<file path="config.mk">
export PLATFORM = sky130hd
export DESIGN_NAME = vscale_src_a_merge_ctrl
export DESIGN_NICKNAME = d
export VERILOG_FILES = /design/src/rtl/vscale_src_a_merge_ctrl.sv
export SDC_FILE = /design/constraint.sdc
export NUM_CORES = 1
export LEC_CHECK = 0
export BUFFER_PORTS_ARGS = -buffer_cell sky130_fd_sc_hd__buf_4
export CORE_ASPECT_RATIO = 1.4
export CORE_MARGIN = 1.5
export CORE_UTILIZATION = 38
export CTS_BUF_LIST = sky130_fd_sc_hd__clkbuf_4 sky130_fd_sc_hd__clkbuf_8 sky130_fd_sc_hd__clkbuf_16
export DETAILED_ROUTE_END_ITERATION = 10
export SYNTH_ARGS = -nofsm -noshare
export SYNTH_HDL_FRONTEND = slang
export SYNTH_SLANG_ARGS = --single-unit
</file>
<file path="constraint.sdc">
create_clock -name clk -period 5 [get_ports clk]
set_clock_uncertainty 0.1 [all_clocks]
set_input_delay 1 -clock clk [delete_from_list [all_inputs] [get_ports clk]]
set_output_delay 1 -clock clk [all_outputs]
set_load 0.01 [all_outputs]
</file>
<file path="src/rtl/vscale_src_a_merge_ctrl.sv">
// Folds the captured DOM shares of rs1 into one unmasked source-A operand, one share per cycle.
// Optional macro VSCALE_MERGE_CLEAR_EN adds a CLEAR cycle that scrubs all share state after use.
module vscale_src_a_merge_ctrl #(
  parameter int DWIDTH = 32,
  parameter int SHARES = 2,
  parameter int SRC_A_SEL_WIDTH = 1,
  parameter logic [SRC_A_SEL_WIDTH-1:0] SRC_A_PC = SRC_A_SEL_WIDTH'(1)
) (
  input  logic                       clk,
  input  logic                       reset,
  input  logic                       req_valid,
  input  logic [SRC_A_SEL_WIDTH-1:0] src_a_sel,
  input  logic [DWIDTH*SHARES-1:0]   rs1_data_shares,
  input  logic                       ex_ack,
  input  logic                       kill,
  output logic                       stall_merge,
  output logic                       merged_valid,
  output logic [DWIDTH-1:0]          rs1_data_merged
);

  localparam int CW = $clog2(SHARES + 1);
  localparam logic [CW-1:0] LAST_IDX = CW'(SHARES - 1);

`ifdef VSCALE_MERGE_CLEAR_EN
  typedef enum logic [1:0] {IDLE, ACCUM, DONE, CLEAR} state_t;
`else
  typedef enum logic [1:0] {IDLE, ACCUM, DONE} state_t;
`endif

  state_t                     state_q, state_d;
  logic [DWIDTH-1:0]          acc_q, acc_d;
  logic [DWIDTH*SHARES-1:0]   cap_q, cap_d;
  logic [CW-1:0]              cnt_q, cnt_d;
  logic [DWIDTH-1:0]          cur_share;
  logic                       need_merge;

  assign need_merge      = req_valid && (src_a_sel != SRC_A_PC);
  assign stall_merge     = need_merge && (state_q != DONE);
  assign merged_valid    = (state_q == DONE);
  assign rs1_data_merged = acc_q;

  // Constant-index mux keeps the share select free of variable part-selects.
  always_comb begin
    cur_share = '0;
    for (int i = 0; i < SHARES; i++) begin
      if (cnt_q == CW'(i)) cur_share = cap_q[i*DWIDTH +: DWIDTH];
    end
  end

  always_comb begin
    state_d = state_q;
    acc_d   = acc_q;
    cap_d   = cap_q;
    cnt_d   = cnt_q;
    case (state_q)
      IDLE: begin
        if (need_merge) begin
          cap_d   = rs1_data_shares;
          acc_d   = rs1_data_shares[DWIDTH-1:0];
          cnt_d   = CW'(1);
          state_d = (SHARES > 1) ? ACCUM : DONE;
        end
      end
      ACCUM: begin
        acc_d = acc_q ^ cur_share;
        cnt_d = cnt_q + CW'(1);
        if (cnt_q == LAST_IDX) state_d = DONE;
      end
      DONE: begin
        if (ex_ack) begin
`ifdef VSCALE_MERGE_CLEAR_EN
          // Scrub on entry so the CLEAR cycle already exposes no share data.
          acc_d   = '0;
          cap_d   = '0;
          cnt_d   = '0;
          state_d = CLEAR;
`else
          state_d = IDLE;
`endif
        end
      end
`ifdef VSCALE_MERGE_CLEAR_EN
      CLEAR: begin
        acc_d   = '0;
        cap_d   = '0;
        cnt_d   = '0;
        state_d = IDLE;
      end
`endif
      default: state_d = IDLE;
    endcase
    // A flush discards everything and beats both ex_ack and a new request.
    if (kill) begin
      acc_d   = '0;
      cap_d   = '0;
      cnt_d   = '0;
      state_d = IDLE;
    end
  end

  always_ff @(posedge clk) begin
    if (reset) begin
      state_q <= IDLE;
      acc_q   <= '0;
      cap_q   <= '0;
      cnt_q   <= '0;
    end else begin
      state_q <= state_d;
      acc_q   <= acc_d;
      cap_q   <= cap_d;
      cnt_q   <= cnt_d;
    end
  end

endmodule

</file>
==> results.py <==
metrics = {
    "status": {
        "status": "complete, no violations",
    },
    "grt": {
        "grt_antenna_before_repair": 0,
        "globalRouteTotalUtil": 0.197,
        "grt_first_pass_wirelength_mm": 19.1,
        "grt_start_max_net_pins": 101,
        "grt_remaining_overflow": 0,
        "grt_pass1_vias": 4099,
    },
    "yosys": {
        "synthCells": 525,
        "synth_seq_cells": 100,
        "top_cells_by_area_synth": "dfxtp_1 (46%), nand2_1 (11%), a21oi_1 (7.6%), a221oi_1 (6.5%), a22oi_1 (5.8%)",
        "synth_commonest_cells": "nand2_1 (129), dfxtp_1 (100), a21oi_1 (65)",
        "synthMostInstantiatedCell": "nand2_1",
        "postSynth.asyncResetShare": 0,
        "netlist.top_cell.by_area": "dfxtp_1",
        "synth_top_area_frac": 0.465,
        "synthesis.area_per_instance_um2": 8.20,
        "post_synth_num_cell_types": 27,
        "synth_edf_count": 0,
        "synthFlopType": "dfxtp_1",
        "ys_seq_area_frac": 0.465,
        "synthesis.nets": 597,
        "synthesis.area_um2": 4310,
        "synth-warning-count": 0,
    },
    "placed_design": {
        "routabilityCongestion": 0.733,
        "dpl.hpwl_mm": 6.98,
        "dpl-instance-area_um2": 5050,
        "placement.io_buffers": 103,
    },
    "min_path": {
        "worstHoldPathCells": 2,
        "hold_path_startpoint": "cap_q[13]",
        "hold_path_end": "cap_q[13]",
        "classification_of_the_worst_slack_hold_path": "flop to flop",
    },
    "clock_tree": {
        "cts_hold_buffers": 0,
        "cts_resized": 0,
        "number_of_clock_buffers_inserted_by_tritoncts": 9,
        "h-tree-depth": 3,
        "post_cts.repair.setup_buffers": 0,
        "clock_latency_ns": 0.33,
        "clk_transition_reported_paths_ns": 0.06,
        "clock_sink_total": 100,
        "max-clock-path-buffers": 2,
        "cts-root-buf": "clkbuf_16",
        "tritoncts": "built",
    },
    "die": {
        "placeableCoreArea_um2": 10900,
        "start_util": 0.394,
        "dieHeight_um": 129,
        "die_x_um": 93.0,
        "io_pins": 104,
        "area_enclosed_by_the_die_boundary_um2": 12000,
        "placementRows": 45,
    },
    "layout": {
        "insertedDiodeCount": 0,
        "fin_area_um2": 5320,
        "finalNetCount": 667,
        "area.growth.synth_to_final_pct": 23.4,
        "fillCellCount": 1121,
        "postLayoutCoreUtil": 0.487,
        "layout-drive-gt1-share": 0.216,
    },
    "drt": {
        "firstDrtPassIters": 5,
        "drt.antenna.violating_nets": 0,
        "final_wirelength_mm": 11.5,
        "drt_iter0_drc": 366,
        "routed-via-count": 4165,
        "post-route-drc-count": 0,
        "wire_per_inst_um": 15.6,
        "route.detailed.vias_per_inst": 5.64,
    },
    "sta": {
        "slew_of_the_pin_with_the_lowest_slew_margin_ns": 1.15,
        "setup_tns_ns": 0,
        "fin_worst_hold_slack_ns": 0.369,
        "final_period_minus_worst_setup_slack_ns": 2.57,
        "min_period_over_period": 0.515,
        "maxSlewViolCount": 0,
        "max_slew_margin": 0.237,
        "grt_setup_unrepaired": "no",
        "max_clock_freq_ghz": 0.388,
        "finalSetupViolations": 0,
        "final-hold-violation-count": 0,
    },
    "worst_setup_path": {
        "critical_path_class": "primary input to output pin",
        "worstSetupEndpointType": "output pin",
        "critical_path_cell_list": "buf_4, nor3b_1, buf_4",
        "timing.critical_path.slowest_stage_cell": "nor3b_1",
        "critical_path.reg2reg.endpoint": "rs1_data_merged[3]",
        "regToRegSetupSlack_ns": 2.54,
        "worst-endpoint-arrival_ns": 1.47,
        "worst_path_most_repeated_cell": "buf_4",
        "cpPeakStageDelay_ns": 0.20,
        "worstRegToRegCells": 7,
        "crit-reg2reg-launch": "cnt_q[1]",
        "worst_setup_path_start_kind": "primary input",
        "timing.critical_path.fanout_max": 3,
        "critical_path_required_ns": 3.90,
    },
    "power_and_ir_drop": {
        "p_leak_nw": 1.88,
        "power.total_mw": 1.63,
        "power_density_nw_per_um2": 306,
        "worst_ir_drop_vdd_mv": 0.139,
    },
    "run": {
        "drv_cap": 0,
    },
}
-- sequential cells by signal, indices dropped and copies added, names as in the netlist --
signal,cells
cap_q,64
rs1_data_merged,32
state_q,2
cnt_q,2
-- routing by layer --
metal / GRT usage / wire length, µm / vias to the layer above
met3: 0.0384 / 541 / 11
met5: 0 / 0 / -
met2: 0.333 / 5680 / 123
li1: - / - / 2046
met1: 0.247 / 5120 / 1985
met4: 0.0722 / 181 / 0
-- report_power, final --
group | internal, mW | switching [mW]
Combinational | 0.0697 | 0.101
Sequential | 0.814 | 0.0139
Clock | 0.349 | 0.281
-- layout by cell type (no fill, tap or decap), types with 4 or more instances in the layout --
cell,Yosys,layout
nor2_1,5,4
a221oi_1,32,32
buf_4,7,108
dfxtp_1,100,100
o21ai_1,30,30
or3_1,32,32
nand2_1,129,129
a21oi_1,65,65
clkbuf_16,0,9
a22oi_1,33,33
a31oi_1,32,32
-- cells by family (layout without fill, tap and decap cells) --
kind of cell | Yosys count | count (layout) | synth area share
adder cells (fa/ha/maj) | 2 | 2 | 0.00581
flip-flops | 100 | 100 | 0.465
AND/OR/NAND/NOR | 176 | 176 | 0.180
buffers and inverters | 52 | 125 | 0.0654
AO/OA/AOI/OAI | 195 | 195 | 0.284
-- per-stage QoR --
step,std cells,worst slack (ns)
after floorplan,525,2.58
after global placement,725,2.38
after detailed placement,725,2.36
after CTS,739,2.42
after global routing,739,2.31
final,739,2.43
-- critical path: cells and delay by family --
| family | cells | cell delay [ns] |
|---|---|---|
| AND/OR/NAND/NOR | 1 | 0.20 |
| buffers and inverters | 2 | 0.27 |
-- final cells by class --
cell class	instances	area, µm²	area share
clock buffer	11	246	0.0464
clock inverter	3	15.0	0.00282
inverter	3	11.3	0.00212
multi-input combinational	373	2050	0.386
sequential	100	2000	0.377
tap	141	176	0.0332
timing repair buffer	108	811	0.153
-- how the worst max path moves through the flow --
stage / from / end / slack [ns] / cells after the start
finish: src_a_sel / stall_merge / 2.43 / 3
global route: src_a_sel / stall_merge / 2.31 / 3
CTS: src_a_sel / stall_merge / 2.42 / 3
detailed placement: req_valid / rs1_data_merged[3] / 2.36 / 5
global placement: src_a_sel / cnt_q[1] / 2.38 / 5
floorplan: src_a_sel / stall_merge / 2.58 / 1
(Power assumes the default switching activity.)
